--- config.mk ---
export PLATFORM = sky130hd
export DESIGN_NAME = fetch_unit
export DESIGN_NICKNAME = d
export VERILOG_FILES = /design/src/rtl/fetch_unit.sv
export SDC_FILE = /design/constraint.sdc
export NUM_CORES = 1
export LEC_CHECK = 0
export CAP_MARGIN = 20
export CORE_ASPECT_RATIO = 0.75
export CORE_MARGIN = 3
export CORE_UTILIZATION = 55
export CTS_BUF_LIST = sky130_fd_sc_hd__clkbuf_4
export DETAILED_ROUTE_END_ITERATION = 10
export GPL_TIMING_DRIVEN = 0
export MAX_ROUTING_LAYER = met4
export PLACE_DENSITY = 0.86
export SYNTH_ARGS = -nofsm -noshare
export SYNTH_HDL_FRONTEND = slang
export SYNTH_SLANG_ARGS = --single-unit
--- constraint.sdc ---
create_clock -name clk -period 3.3 [get_ports clk]
set_input_delay 0.495 -clock clk [delete_from_list [all_inputs] [get_ports clk]]
set_output_delay 0.495 -clock clk [all_outputs]
set_load 0.03 [all_outputs]
--- src/rtl/fetch_unit.sv ---
// Instruction fetch sequencer between the program counter and the decoder.
// Each instruction is read as two bytes, PC first and then PC+1, using a
// ready handshake. The bytes are joined into a 16-bit instruction register,
// and the register is offered to the decoder with a valid/ack handshake.
module fetch_unit #(
    parameter bit          LITTLE_ENDIAN = 1'b1,
    parameter int unsigned TIMEOUT       = 15,
    parameter int unsigned CNT_W         = 4
) (
    input  logic        clk,
    input  logic        reset,
    input  logic        run,
    input  logic        flush,
    output logic        pc_read,
    output logic        pc_readplusone,
    output logic        pc_inc,
    output logic        mem_rd,
    input  logic        mem_ready,
    input  logic [7:0]  mem_din,
    output logic [15:0] ir_out,
    output logic        ir_valid,
    input  logic        ir_ack,
    output logic        bus_err
);

    localparam logic [2:0] S_START = 3'd0;
    localparam logic [2:0] S_LO    = 3'd1;
    localparam logic [2:0] S_HI    = 3'd2;
    localparam logic [2:0] S_VALID = 3'd3;
    localparam logic [2:0] S_ERR   = 3'd4;

    localparam logic [CNT_W-1:0] C_TIMEOUT = CNT_W'(TIMEOUT);

    logic [2:0]       r_state;
    logic [2:0]       w_next_state;
    logic [CNT_W-1:0] r_count;
    logic [7:0]       r_lo_byte;
    logic [15:0]      r_ir;
    logic             r_ir_valid;
    logic             r_bus_err;
    logic             w_timeout_hit;
    logic             w_capture_lo;
    logic             w_capture_hi;

    // A wait state times out once the counter has reached TIMEOUT and memory is still not ready.
    always_comb begin
        w_timeout_hit = (TIMEOUT != 0) && (r_count == C_TIMEOUT) && !mem_ready;
        w_capture_lo  = !flush && (r_state == S_LO) && run && mem_ready;
        w_capture_hi  = !flush && (r_state == S_HI) && mem_ready;
    end

    // Next state. Flush overrides every state, and run=0 during a flush parks the fetcher in START.
    always_comb begin
        w_next_state = r_state;
        if (flush) begin
            w_next_state = run ? S_LO : S_START;
        end else begin
            case (r_state)
                S_START: if (run) w_next_state = S_LO;
                S_LO: begin
                    if (!run)               w_next_state = S_START;
                    else if (mem_ready)     w_next_state = S_HI;
                    else if (w_timeout_hit) w_next_state = S_ERR;
                end
                S_HI: begin
                    if (mem_ready)          w_next_state = S_VALID;
                    else if (w_timeout_hit) w_next_state = S_ERR;
                end
                S_VALID: if (ir_ack) w_next_state = S_LO;
                S_ERR:   w_next_state = S_ERR;
                default: w_next_state = S_START;
            endcase
        end
    end

    // State, wait counter, byte capture and the sticky error flag.
    always_ff @(posedge clk or negedge reset) begin
        if (!reset) begin
            r_state    <= S_START;
            r_count    <= '0;
            r_lo_byte  <= 8'h00;
            r_ir       <= 16'h0000;
            r_ir_valid <= 1'b0;
            r_bus_err  <= 1'b0;
        end else begin
            r_state    <= w_next_state;
            r_ir_valid <= (w_next_state == S_VALID);
            if (flush || (w_next_state != r_state)) begin
                r_count <= '0;
            end else if (((r_state == S_LO) || (r_state == S_HI)) && (r_count != C_TIMEOUT)) begin
                r_count <= r_count + 1'b1;
            end
            if (w_capture_lo) begin
                r_lo_byte <= mem_din;
            end
            if (w_capture_hi) begin
                r_ir <= LITTLE_ENDIAN ? {mem_din, r_lo_byte} : {r_lo_byte, mem_din};
            end
            if (w_next_state == S_ERR) begin
                r_bus_err <= 1'b1;
            end
        end
    end

    // The strobes depend only on the state. pc_inc also needs ready in HI and no flush.
    always_comb begin
        pc_read        = (r_state == S_LO);
        pc_readplusone = (r_state == S_HI);
        mem_rd         = (r_state == S_LO) || (r_state == S_HI);
        pc_inc         = (r_state == S_HI) && mem_ready && !flush;
        ir_out         = r_ir;
        ir_valid       = r_ir_valid;
        bus_err        = r_bus_err;
    end

endmodule

# After elaboration in Yosys (flattened, before gate mapping)
# Index checks and enable logic that the tools add are counted.
dict set report totals {
  out_inout_bits 22
  wordCells 42
  inputBits 14
  reg_bits 33
}
dict set report classes {
  n_mux 11
  addsub 1
  n_reduce_logical 15
  eq_ne 9
}
# op n
set op_table {}
lappend op_table {{3-bit 2-to-1 mux} 7}
lappend op_table {{3-bit case mux with 5 select lines} 1}
lappend op_table {{3-bit by 2-bit == test with 1-bit output, second input constant} 3}
lappend op_table {{1-bit logical AND} 9}
lappend op_table {{4-bit 2-to-1 mux} 2}
lappend op_table {{3-bit == test, second input constant} 2}
lappend op_table {{4-bit by 1-bit adder with 4-bit output, second input constant} 1}
lappend op_table {{4-bit == test, second input constant} 1}
lappend op_table {{4-bit inequality test, second input constant} 1}
lappend op_table {{3-bit by 1-bit == test with 1-bit output, second input constant} 1}
lappend op_table {{3-bit zero test} 1}
lappend op_table {{3-bit inequality test} 1}
lappend op_table {{1-bit zero test} 2}
lappend op_table {{1-bit logical OR} 2}
lappend op_table {{2-bit nonzero test} 1}
lappend op_table {{1-bit 2-to-1 mux} 1}

# Logic depth before layout (Yosys ltp)
dict set report logic_depth {
  depth_word 10
  mapped_depth 6
}

# Worst setup path before layout
# OpenSTA, ideal clock, no wires.
dict set report synth_timing {
  path_kind {reg2out}
  from {register r_state[0]}
  to {output pc_inc}
  n_path_buf 1
  slack_ns 1.331
  t_arrival_ns 1.474
  stages_incl_launch_ff 6
  t_required_ns 2.805
  cell_sequence {dfrtp_1 nand2b_2 nor2_2 nand3_4 buf_6 inv_1}
}
dict set report synth_between {
  elab_chain_len 3
}
# element line_no
set synth_rtl {}
lappend synth_rtl {{start, declared} 34} ;# logic [2:0] r_state;
lappend synth_rtl {{start signal, assigned} 86} ;# r_state <= w_next_state;
lappend synth_rtl {{3-bit by 2-bit == test with 1-bit output} -}
lappend synth_rtl {{via pc_readplusone} 15} ;# output logic pc_readplusone,
lappend synth_rtl {{1-bit logical AND (2 in a row)} 110} ;# pc_inc = (r_state == S_HI) && mem_ready && !flush;
lappend synth_rtl {{end, declared} 16} ;# output logic pc_inc,
# The timed path passes the listed nets, and every way through them passes these cells.

# Worst setup path after layout
dict set report layout_timing {
  from {input flush}
  to {output pc_inc}
}
dict set report layout_between {
  elab_chain_len 2
}
# element line_no
set layout_rtl {}
lappend layout_rtl {{start, declared} 13} ;# input logic flush,
lappend layout_rtl {{1-bit zero test} 110}
lappend layout_rtl {{1-bit logical AND} 110}
# No other way between the ends.

==> results.ini <==
[cts]
cts_setup_buffers = 0
cts_tree = built
postCtsHoldBufs = 0
cts_sinks = 33
cts_resized = 0
clockBufferDepth = 2
cts_root_buffer = clkbuf_4
clk_pin_slew_ns = 0.08
numCtsBuffers = 5
clock_latency_ns = 0.31
cts_max_level = 2

[placed_design]
place_congestion = 0.805
portBuffers = 34
place_ws_ns = 0.449
post-place-cells = 197
dp_hpwl_um = 2440

[synth]
syn_nets = 141
yosysSeqAreaShare_pct = 49.8
async_flop_share_pct = 100
ys_warn_count = 0
synth_cell_type_count = 44
synth.top_cell.area_share_pct = 49.8
ys.flop_type = dfrtp_1
netlist_area_mm2 = 0.00166
syn_avg_cell_area_um2 = 13.1
synth_edf_count = 0
synthTopCellsByArea = dfrtp_1 (50%), mux2_2 (10%), mux2_4 (7.3%), buf_6 (4.1%), a2111oi_4 (1.7%)
ys_ff_latch = 33
syn_inst = 126
yosys.area.top_type = dfrtp_1

[layout]
final_nets = 183
multi_input_area_um2 = 739
utilization_pct = 77.2
drive_gt1_share_pct = 28.6
final_common_cell = clkdlybuf4s50_1
final_cell_mix = clkdlybuf4s50_1 (34), dfrtp_1 (33), mux2_2 (15)
seq_area_um2 = 826
synthToLayoutAreaGrowth_pct = 27.9
num_antenna_cells = 0
stdcell_count = 204
nFillCells = 158

[pwr]
power_frac_comb_pct = 39.1
pwr-share-clk_pct = 16.1
p_leak_nw = 0.958
netSwitchingFraction_pct = 33.0
power.density_mw_per_mm2 = 593
p_seq_share_pct = 44.8
power_mw = 1.26
vdd_drop_max_mv = 0.423
power_switching_uw = 415
p_int_uw = 841

[job]
drv_cap = 0

[timing]
grt_setup_unrepaired = false
finalWorstSetupSlack_ns = 0.453
slew_headroom_pct = 53.3
fmax_mhz = 351
period_needed_ns = 2.85
setup_viol = 0
slew_viol_final = 0
skew_ns = 0.00448
worst_pin_slew_ns = 0.699
tns_ns = 0
hold_viol_final = 0
period_share_pct = 86.3

[outcome]
status = finished, final reports clean

[setup_path]
crit_start = flush
r2r_setup_slack_ns = 1.43
crit_type = in -> out
timing.rr.start = r_state[1]
worstPathArrival_ns = 2.35
worst_setup_path_end_kind = primary output
critical_path_required_ns = 2.80
cp-start-kind = input port
path_max_fanout = 10

[detailed_routing]
antenna_left = 0
drcViolationCount = 0
drt-vias-per-instance = 5.61
wl_per_cell_um = 15.7
wirelength_um = 3200
vias = 1145
drtIter0Drc = 59
firstDrtPassIters = 4

[die]
num_io_pins = 36
num_rows = 16
die_h_um = 53.5
fp.dieArea_mm2 = 0.00371
fp.dieW_um = 69.4
core_area_mm2 = 0.00274
start_util_pct = 60.4

[global_routing]
grt_util_all_layers_pct = 20.3
antenna_found_initial = 0
overflow = 0
grt_pass1_vias = 1181
grt_pass1_wl_um = 5600
grt_start_max_net_pins = 21

[hold_path]
min_path_type = reg -> reg
hold_path.startpoint = bus_err

power groups by stage:
stage | Sequential (mW) | Combinational (mW) | Clock [mW]
finish | 0.563 | 0.491 | 0.202
global route | 0.578 | 0.517 | 0.228
CTS | 0.564 | 0.496 | 0.212
detailed placement | 0.570 | 0.494 | 0
global placement | 0.563 | 0.478 | 0
floorplan | 0.675 | 0.190 | 0
synthesized netlist by cell type (2+ instances only):
library cell and number:
a211oi_1 2, a21o_1 3, a21oi_1 4, buf_6 6, dfrtp_1 33, inv_1 5, mux2_2 15, mux2_4 8
nand2_1 3, nand3_1 3, nor2_1 5, nor3_1 5, nor3b_1 2, xnor2_1 2
cell type report:
cell class	instances	share of cell area, %
Sequential cell	33	39.0
Multi-Input combinational cell	81	34.9
Timing Repair Buffer	35	17.4
Buffer	7	3.43
Clock buffer	6	2.13
Tap cell	36	2.13
Inverter	5	0.886
Clock inverter	1	0.177
cells by family (layout without fill, tap and decap cells):
kind of cell | after synthesis | after routing | share of synthesized area [%]
DFF | 33 | 33 | 49.8
and+or+nand+nor | 33 | 33 | 13.4
muxes | 25 | 25 | 18.7
adders and majority gates | 1 | 1 | 0.755
AOI/OAI and AO/OA | 19 | 19 | 9.67
xor gates and xnor gates | 3 | 3 | 2.04
buffers and inverters | 12 | 54 | 5.51
layer usage:
metal | up-vias | global-route usage, % | part of all wire (%)
met1 | 575 | 25.5 | 46
met3 | 2 | 5.22 | 4.3
li1 | 543 | - | -
met4 | 0 | 4.87 | 0.41
met2 | 25 | 33.7 | 49
met5 | - | - | 0
metrics by stage:
step | cell area, um2 | hold slack [ns]
3_3_place_gp | 2040 | 0.456
4_1_cts | 2120 | 0.492
5_1_grt | 2120 | 0.511
6_report | 2120 | 0.479
2_1_floorplan | 1660 | 0.199
3_5_place_dp | 2070 | 0.472
final timing paths:
| kind | depth (start not counted) | to |
|---|---|---|
| min in group asynchronous | 1 | ir_out[14] |
| max | 6 | pc_inc |
| max reg2reg | 5 | r_lo_byte[4] |
| min | 1 | bus_err |
| min reg2reg | 1 | bus_err |
| max in group asynchronous | 2 | ir_out[13] |
critical path, cell delays in order:
cell,delay [ns]
clkdlybuf4s50_1,0.55
inv_1,0.20
nand3_4,0.17
buf_6,0.20
inv_1,0.07
clkdlybuf4s50_1,0.66
registers in the layout, summed over array words and instances, names as in the netlist:
signal	count
r_count	4
r_state	3
r_lo_byte	8
ir_valid	1
ir_out	16
bus_err	1
(Power assumes the default switching activity.)
